## src/rtl/inst_fetch.sv

```systemverilog
// Fetch stage: PC, in-order imem requests, FIFO of returned words to decode. Word returned in cycle N is on dec_* in N+1.
// Requests are credit-limited to FIFO_DEPTH (outstanding + buffered); FETCH_MISALIGN_TRAP_EN enables the misaligned-redirect trap.
module inst_fetch #(
  parameter int unsigned     XLEN       = 32,
  parameter logic [XLEN-1:0] RESET_PC   = '0,
  parameter int unsigned     FIFO_DEPTH = 2
) (
  input  logic            clk,
  input  logic            rst,
  output logic            imem_req_valid,
  input  logic            imem_req_ready,
  output logic [XLEN-1:0] imem_req_addr,
  input  logic            imem_rsp_valid,
  input  logic [XLEN-1:0] imem_rsp_data,
  input  logic            redirect_valid,
  input  logic [XLEN-1:0] redirect_pc,
  output logic            dec_valid,
  input  logic            dec_ready,
  output logic [XLEN-1:0] dec_instr,
  output logic [XLEN-1:0] dec_pc,
  output logic [6:0]      dec_opcode
`ifdef FETCH_MISALIGN_TRAP_EN
  ,output logic           fetch_misalign
`endif
);

  localparam int unsigned   PW   = (FIFO_DEPTH > 1) ? $clog2(FIFO_DEPTH) : 1;
  localparam int unsigned   CW   = $clog2(FIFO_DEPTH + 1);
  localparam int unsigned   SW   = CW + 1;
  localparam logic [PW-1:0] LAST = PW'(FIFO_DEPTH - 1);

  typedef enum logic [1:0] {BOOT = 2'd0, RUN = 2'd1, HALT = 2'd2} state_e;

  state_e          state_q, state_d;
  logic [XLEN-1:0] pc_q, pc_d;
  logic [CW-1:0]   out_q, out_d;
  logic [CW-1:0]   cnt_q, cnt_d;
  logic [CW-1:0]   drop_q, drop_d;
  logic [PW-1:0]   rd_q, rd_d;
  logic [PW-1:0]   wr_q, wr_d;
  logic [XLEN-1:0] instr_q [FIFO_DEPTH];
  logic [XLEN-1:0] ipc_q   [FIFO_DEPTH];

  logic            credit_ok, req_fire, rsp_eff, push, pop, trap;
  logic [XLEN-1:0] redir_pc, push_pc;

`ifdef FETCH_MISALIGN_TRAP_EN
  logic mis_q, mis_d;
  assign trap           = redirect_valid && (redirect_pc[1:0] != 2'b00);
  assign redir_pc       = redirect_pc;
  assign fetch_misalign = mis_q;
`else
  logic unused_redirect_lsbs;
  assign trap                 = 1'b0;
  assign redir_pc             = {redirect_pc[XLEN-1:2], 2'b00};
  assign unused_redirect_lsbs = ^redirect_pc[1:0];
`endif

  function automatic logic [PW-1:0] ptr_inc(input logic [PW-1:0] p);
    return (p == LAST) ? '0 : p + PW'(1);
  endfunction

  assign credit_ok      = (SW'(out_q) + SW'(cnt_q)) < SW'(FIFO_DEPTH);
  assign imem_req_valid = (state_q == RUN) && !redirect_valid && credit_ok;
  assign imem_req_addr  = pc_q;
  assign req_fire       = imem_req_valid && imem_req_ready;
  // Responses with nothing outstanding (e.g. issued before a reset) are ignored.
  assign rsp_eff        = imem_rsp_valid && (out_q != '0);
  assign push           = rsp_eff && (drop_q == '0) && !redirect_valid;
  assign dec_valid      = (cnt_q != '0);
  assign pop            = dec_valid && dec_ready && !redirect_valid;
  // Surviving in-flight requests are consecutive and end at pc_q-4, so the oldest one's PC is derived.
  assign push_pc        = pc_q - XLEN'({out_q, 2'b00});

  assign dec_instr  = dec_valid ? instr_q[rd_q] : '0;
  assign dec_pc     = dec_valid ? ipc_q[rd_q]   : '0;
  assign dec_opcode = dec_instr[6:0];

  always_comb begin
    state_d = state_q;
    pc_d    = pc_q;
    cnt_d   = cnt_q;
    drop_d  = drop_q;
    rd_d    = rd_q;
    wr_d    = wr_q;
    out_d   = out_q + CW'(req_fire) - CW'(rsp_eff);
`ifdef FETCH_MISALIGN_TRAP_EN
    mis_d   = mis_q;
`endif
    case (state_q)
      BOOT:    state_d = RUN;
      default: state_d = state_q;
    endcase
    if (redirect_valid) begin
      pc_d   = redir_pc;
      cnt_d  = '0;
      rd_d   = '0;
      wr_d   = '0;
      drop_d = out_q - CW'(rsp_eff);
      if (trap) state_d = HALT;
`ifdef FETCH_MISALIGN_TRAP_EN
      if (trap) mis_d = 1'b1;
`endif
    end else begin
      if (req_fire) pc_d = pc_q + XLEN'(4);
      if (rsp_eff && (drop_q != '0)) drop_d = drop_q - CW'(1);
      if (push) wr_d = ptr_inc(wr_q);
      if (pop)  rd_d = ptr_inc(rd_q);
      if (push && !pop)      cnt_d = cnt_q + CW'(1);
      else if (pop && !push) cnt_d = cnt_q - CW'(1);
    end
  end

  always_ff @(posedge clk or negedge rst) begin
    if (!rst) begin
      state_q <= BOOT;
      pc_q    <= RESET_PC;
      out_q   <= '0;
      cnt_q   <= '0;
      drop_q  <= '0;
      rd_q    <= '0;
      wr_q    <= '0;
`ifdef FETCH_MISALIGN_TRAP_EN
      mis_q   <= 1'b0;
`endif
    end else begin
      state_q <= state_d;
      pc_q    <= pc_d;
      out_q   <= out_d;
      cnt_q   <= cnt_d;
      drop_q  <= drop_d;
      rd_q    <= rd_d;
      wr_q    <= wr_d;
`ifdef FETCH_MISALIGN_TRAP_EN
      mis_q   <= mis_d;
`endif
    end
  end

  always_ff @(posedge clk) begin
    if (push) begin
      instr_q[wr_q] <= imem_rsp_data;
      ipc_q[wr_q]   <= push_pc;
    end
  end

endmodule

```

## config.mk

```make
export PLATFORM = sky130hd
export DESIGN_NAME = inst_fetch
export DESIGN_NICKNAME = d
export VERILOG_FILES = /design/src/rtl/inst_fetch.sv
export SDC_FILE = /design/constraint.sdc
export NUM_CORES = 1
export LEC_CHECK = 0
export ABC_CLOCK_PERIOD_IN_PS = 6030
export BUFFER_PORTS_ARGS = -buffer_cell sky130_fd_sc_hd__buf_2
export CAP_MARGIN = 10
export CELL_PAD_IN_SITES_DETAIL_PLACEMENT = 0
export CELL_PAD_IN_SITES_GLOBAL_PLACEMENT = 1
export CORE_MARGIN = 2
export CORE_UTILIZATION = 39
export DETAILED_ROUTE_END_ITERATION = 12
export PLACE_DENSITY_LB_ADDON = 0.1
export SYNTH_ARGS = -nofsm -noshare
export SYNTH_HDL_FRONTEND = slang
export SYNTH_SLANG_ARGS = --single-unit
export TNS_END_PERCENT = 30
```

## constraint.sdc

```tcl
create_clock -name clk -period 6.03 [get_ports clk]
set_input_delay 0.3015 -clock clk [delete_from_list [all_inputs] [get_ports clk]]
set_output_delay 0.3015 -clock clk [all_outputs]
set_load 0.02 [all_outputs]
```

==> results of run 1 <==
## worst paths after layout
kind / start / endpoint / slack, ps
max: cnt_q[0]$_DFFE_PN0P_ / imem_req_addr[19]$_DFFE_PN0P_ / 2970
min: rst / imem_req_addr[26]$_DFFE_PN0P_ / 30
max reg2reg: cnt_q[0]$_DFFE_PN0P_ / imem_req_addr[19]$_DFFE_PN0P_ / 2970
min reg2reg: wr_q$_DFFE_PN0P_ / wr_q$_DFFE_PN0P_ / 590
max in group asynchronous: rst / rd_q$_DFFE_PN0P_ / 5290
min in group clk: imem_rsp_data[3] / instr_q[1][3]$_DFFE_PP_ / 60
## report_power, final
part / internal [W] / total [W] / switching, W / leakage [nW]
Clock: 0.000663 / 0.00113 / 0.000467 / 0.295
Sequential: 0.00134 / 0.00144 / 0.000106 / 1.60
Combinational: 0.000309 / 0.000862 / 0.000553 / 1.78
## flip-flops by register name, indices dropped and copies added (netlist names)
register / cells
cnt_q: 2
drop_q: 2
imem_req_addr: 30
instr_q: 64
ipc_q: 60
out_q: 2
rd_q: 1
state_q: 1
wr_q: 1
## routing by layer
layer	share of wire [%]	vias to the layer above	GRT usage, %
met1	45	2622	22.1
li1	-	2586	-
met2	48	176	29.1
met4	1.5	2	5.42
met3	5.9	21	3.69
met5	0.061	-	0
## cells by family (layout without fill, tap and decap cells)
| logic type | count (synthesis) | in the layout | synth area share, % |
|---|---|---|---|
| buffers and inverters | 75 | 226 | 4.75 |
| other | 2 | 5 | 0.0971 |
| multiplexers | 65 | 65 | 8.41 |
| XOR/XNOR | 36 | 36 | 4.08 |
| AO/OA/AOI/OAI | 67 | 67 | 5.95 |
| AND/OR/NAND/NOR | 226 | 226 | 14.3 |
| flip-flops | 163 | 163 | 60.7 |
| adder cells (fa/ha/maj) | 9 | 9 | 1.65 |
## area by class of cell
type | instances | area [um^2]
clock inverters | 15 | 193
flip-flops and latches | 163 | 4700
clock buffers | 17 | 425
multi-input cells | 408 | 2700
repair buffers | 175 | 893
fillers | 1828 | 10100
well taps | 265 | 332
inverters | 19 | 73.8
## placed cells by master (no fill, tap or decap), types with 7 or more instances in the layout
cell       netlist  routed
buf_2            4     168
edfxtp_1       124     124
nor2_1          95      94
mux2i_1         65      65
nand2_1         49      49
dfrtp_1         39      38
o21ai_0         21      21
nand3_1         20      20
xnor2_1         19      19
inv_1           18      18
xor2_1          17      17
clkbuf_16        0      17
nand4_1         11      11
and3_1           7       7
ha_1             7       7
buf_4           12       7
## critical path, delay by kind of cell (launching register included)
kind | cells | cell delay [ps]
muxes | 1 | 210
DFF | 1 | 470
buffers and inverters | 1 | 180
and+or+nand+nor | 5 | 1620
adders and majority gates | 1 | 480
## synth_stat cells, types with 11 or more instances
master / count / area share [%]
inv_1: 18 / 0.87
o21ai_0: 21 / 1.4
dfrtp_1: 39 / 13
nand3_1: 20 / 1.3
nor2_1: 95 / 4.6
xor2_1: 17 / 1.9
clkbuf_1: 29 / 1.4
buf_4: 12 / 1.2
mux2i_1: 65 / 8.4
xnor2_1: 19 / 2.2
edfxtp_1: 124 / 48
nand4_1: 11 / 0.89
nand2_1: 49 / 2.4
## per-stage QoR
step	cell area, um^2	utilization (%)	setup WS (ps)	total power, W
after detailed placement	8700	44.7	2970	0.00234
after global placement	8700	44.7	3050	0.00232
after floorplan	7750	-	51.1	0.00207
after global routing	9320	47.9	2810	0.00362
after CTS	9320	47.9	2940	0.00348
final	9320	47.9	2970	0.00343
==> impl_metrics.toml, run 1 <==
[worst_setup_path]
cp.required_ps = 6370
reg2reg_depth = 8
criticalPathCategory = "reg2reg"
cp-start-kind = "flop"
slowest_stage = "or4_4"
path_cells = "and2_1 -> fa_1 -> nor4b_4 -> and2_4 -> inv_4 -> or4_4 -> nor3_2 -> mux2i_1"
crit_arrival_ps = 3390
end_kind = "flop"
max_stage_delay_ps = 620
worstPathMaxFanout = 27

[timing]
finalCriticalPeriod_ps = 3060
tns_ps = 0
hold_ws_ps = 32.3
slew_headroom_pct = 19.5
max_freq_mhz = 327
finalClockSkew_ps = 8.47
finalHoldViolations = 0
finalSetupViolCount = 0
slew_violations = 0
rsz0062_at_grt = "false"
worstMarginPinSlew_ps = 1200
fin_crit_sh_pct = 50.7

[route]
wire_per_inst_um = 16.9
dr.pass1.iters = 4
drc_errors = 0
routed_via_density = 5.09
vias = 5407
routed_wl_mm = 18.0
final_antenna_net_count = 0
drtIter0Drc = 228

[yosys]
synth_edf_count = 124
syn_inst = 643
synth_area_mm2 = 0.00774
synthDistinctLibCells = 58
ys_warn_count = 0
synthArstFlopShare_pct = 23.9
synthFlopType = "edfxtp_1"
syn_avg_cell_area_um2 = 12.0
ys_seq_area_share_pct = 60.7
ys_ff_latch = 163

[clocking]
numCtsBuffers = 17
clk_pin_slew_worst_paths_ps = 70
postCtsSetupRepairBufs = 0
clock-root-buffer = "clkbuf_16"
tritoncts = "done"
h-tree-depth = 4
clk_path_buf_depth = 2
clk_latency_ps = 420
postCtsHoldBufs = 0
postCtsResizedCells = 0
clkSinkCount = 163

[layout]
nets = 863
syn2layout_area_growth_pct = 20.4
diodes = 0
fin_cells = 1062
drive_above_1_share_pct = 27.9

[die]
start_util_pct = 39.7
core_area_mm2 = 0.0195
dieArea_mm2 = 0.0210
num_rows = 51
die_y_um = 145
die_w_um = 145
ioPinCount = 175

[place]
portBuffers = 168
gp_congestion = 0.792
dp_hpwl_mm = 11.9
numPlacedInstances = 1030

[grt]
grt_max_degree = 64
antenna_found_initial = 1
grt.total_usage_pct = 17.2
grt_overflow_total = 0
grt_pass1_wl_mm = 27.5
grt_pass1_vias = 5232

[hold_path]
hp-class = "in2async"

[run_status]
status = "completed"

[flow_run]
cap_viol_max_count = 0

[power_and_ir_drop]
power_density_mw_per_mm2 = 368
ir_drop_v = 0.000190
leakagePower_nw = 3.67
(Power assumes the default switching activity.)
==> run 2, diff against run 1 <==
ABC_CLOCK_PERIOD_IN_PS = 2700   (was 6030)
clock period = 2.7 ns   (was 6.03 ns; I/O delays follow)
==> run 2 against run 1 <==
  * Critical path type unchanged
  * Wire length rose by 2.6%
  * Clock-buffer cell count unchanged
  * Non-clock buffer count is 90 higher
==> impl_metrics.toml, run 2 (synthesis results as in run 1) <==
[timing]
max_freq_mhz = 388
slew_headroom_pct = 52.3
finalSetupViolCount = 0
fin_crit_sh_pct = 95.5
slew_violations = 0
finalWorstSetupSlack_ps = 122
finalCriticalPeriod_ps = 2580
rsz0062_at_grt = "false"
worstMarginPinSlew_ps = 716
finalClockSkew_ps = 10.0
finalHoldViolations = 0

[layout]
largest_reg_flops = 64
final_util_pct = 52.7
nFillCells = 1738
fin_cells = 1152
final_cell_mix = "buf_2 (168), edfxtp_1 (124), nor2_1 (94)"
diodes = 0
drive_above_1_share_pct = 29.1
final_common_cell = "buf_2"
nets = 953
top_register = "instr_q"
syn2layout_area_growth_pct = 32.7
final_area_mm2 = 0.0103

[route]
final_antenna_net_count = 0
vias = 5622
routed_wl_mm = 18.4
routed_via_density = 4.88
drc_errors = 0
dr.pass1.iters = 4
wire_per_inst_um = 16.0
drtIter0Drc = 270

[place]
dp_hpwl_mm = 13.1
pre_cts_slack_ps = 111
numPlacedInstances = 1060
placed_area_mm2 = 0.00904
portBuffers = 168
gp_congestion = 0.799

[power_and_ir_drop]
switching_share_pct = 32.3
seqPwrFrac_pct = 39.7
total_power_w = 0.00790
power_frac_clock_pct = 31.9
power_density_mw_per_mm2 = 770
p_comb_share_pct = 28.4
ir_drop_v = 0.000460
intPower_w = 0.00535
leakagePower_nw = 4.12
p_switching_w = 0.00255

[worst_setup_path]
path_cells = "and2_4 -> fa_1 -> nor4b_4 -> and2_4 -> inv_6 -> or4_4 -> nor3_4 -> mux2i_1"
end_kind = "flop"
max_stage_delay_ps = 490
r2r-end = "imem_req_addr[19]$_DFFE_PN0P_"
reg2reg_depth = 8
worstPathMaxFanout = 11
cp-start-kind = "flop"
cp.required_ps = 3030
r2r_slack_ps = 120
timing.rr.start = "out_q[0]$_DFF_PN0_"
path_common_cell = "and2_4"
criticalPathCategory = "reg2reg"
crit_arrival_ps = 2910
slowest_stage = "fa_1"

[clocking]
numCtsBuffers = 17
clk_latency_ps = 420
postCtsSetupRepairBufs = 0
clock-root-buffer = "clkbuf_16"
tritoncts = "done"
h-tree-depth = 4
clk_pin_slew_worst_paths_ps = 70
clkSinkCount = 163
clk_path_buf_depth = 2

[hold_path]
hold_end = "imem_req_addr[19]$_DFFE_PN0P_"
min-delay-start = "redirect_pc[19]"
hp-class = "in2reg"
hold_depth = 3

[grt]
antenna_found_initial = 0
grt_pass1_wl_mm = 28.4
grt_overflow_total = 0
grt_max_degree = 63
grt_pass1_vias = 5531
grt.total_usage_pct = 17.6

[flow_run]
cap_viol_max_count = 0

[die]
ioPinCount = 175
core_area_mm2 = 0.0195
die_w_um = 145
num_rows = 51
start_util_pct = 39.7
die_y_um = 145
dieArea_mm2 = 0.0210

[run_status]
status = "completed"
run 2: changes by cell type in the layout (fill, tap and decap cells not counted), sizes merged:
cell	change
clkinv	+3
dlygate4sd3	+60
inv	-1
clkinvlp	-2
buf	+30
run 2: worst max-delay path by stage:
stage	depth (start not counted)	startpoint	slack [ps]	endpoint
finish	8	out_q[0]$_DFF_PN0_	120	imem_req_addr[19]$_DFFE_PN0P_
global placement	8	out_q[0]$_DFF_PN0_	160	imem_req_addr[29]$_DFFE_PN0P_
global route	9	out_q[0]$_DFF_PN0_	6	imem_req_addr[8]$_DFFE_PN0P_
floorplan	3	out_q[1]$_DFF_PN0_	-170	instr_q[1][0]$_DFFE_PP_
detailed placement	8	out_q[0]$_DFF_PN0_	110	imem_req_addr[29]$_DFFE_PN0P_
CTS	9	out_q[0]$_DFF_PN0_	100	imem_req_addr[8]$_DFFE_PN0P_
run 2: power groups by stage:
stage	combinational, W	clock, W	sequential (W)
2_1_floorplan	0.00143	0	0.00322
3_3_place_gp	0.00218	0	0.00319
3_5_place_dp	0.00221	0	0.00320
4_1_cts	0.00228	0.00258	0.00314
5_1_grt	0.00248	0.00269	0.00317
6_report	0.00224	0.00252	0.00314
run 2: final cells by class:
| cell class | count | area [um^2] | area share, % |
|---|---|---|---|
| clock buffer | 17 | 425 | 4.14 |
| tap | 265 | 332 | 3.23 |
| inverter | 19 | 76.3 | 0.743 |
| timing repair buffer | 265 | 1790 | 17.4 |
| sequential | 163 | 4700 | 45.8 |
| multi-input combinational | 408 | 2740 | 26.7 |
| clock inverter | 15 | 199 | 1.94 |
run 2: through the flow:
| step | hold WS (ps) | TNS, ps |
|---|---|---|
| after CTS | 51.2 | 0 |
| after global routing | 62.5 | 0 |
| after floorplan | -161 | -12840 |
| after detailed placement | 244 | 0 |
| after global placement | 224 | 0 |
| final | 73.8 | 0 |
run 2: routing by layer:
| metal | share of wire [%] | routed length, um | GRT usage [%] |
|---|---|---|---|
| met1 | 46 | 8410 | 22.7 |
| met2 | 49 | 9090 | 30.2 |
| met3 | 4.6 | 839 | 3.22 |
| met4 | 0.53 | 98 | 5.62 |
| met5 | 0 | 0 | 0 |
run 2: what timing repair did:
| action | 4_1_cts | 5_1_grt |
|---|---|---|
| endpoints found under the hold margin | 119 | 0 |
| hold buffers | 60 | 0 |
| setup endpoints to repair | 0 | 3 |
| gates resized for setup | 0 | 1 |
run 2: worst max-delay path, delay by kind of cell (launching register included):
family	cells	cell delay, ps
flops	1	370
simple gates	5	1370
fa+ha+maj	1	490
mux	1	200
buf+inv	1	60
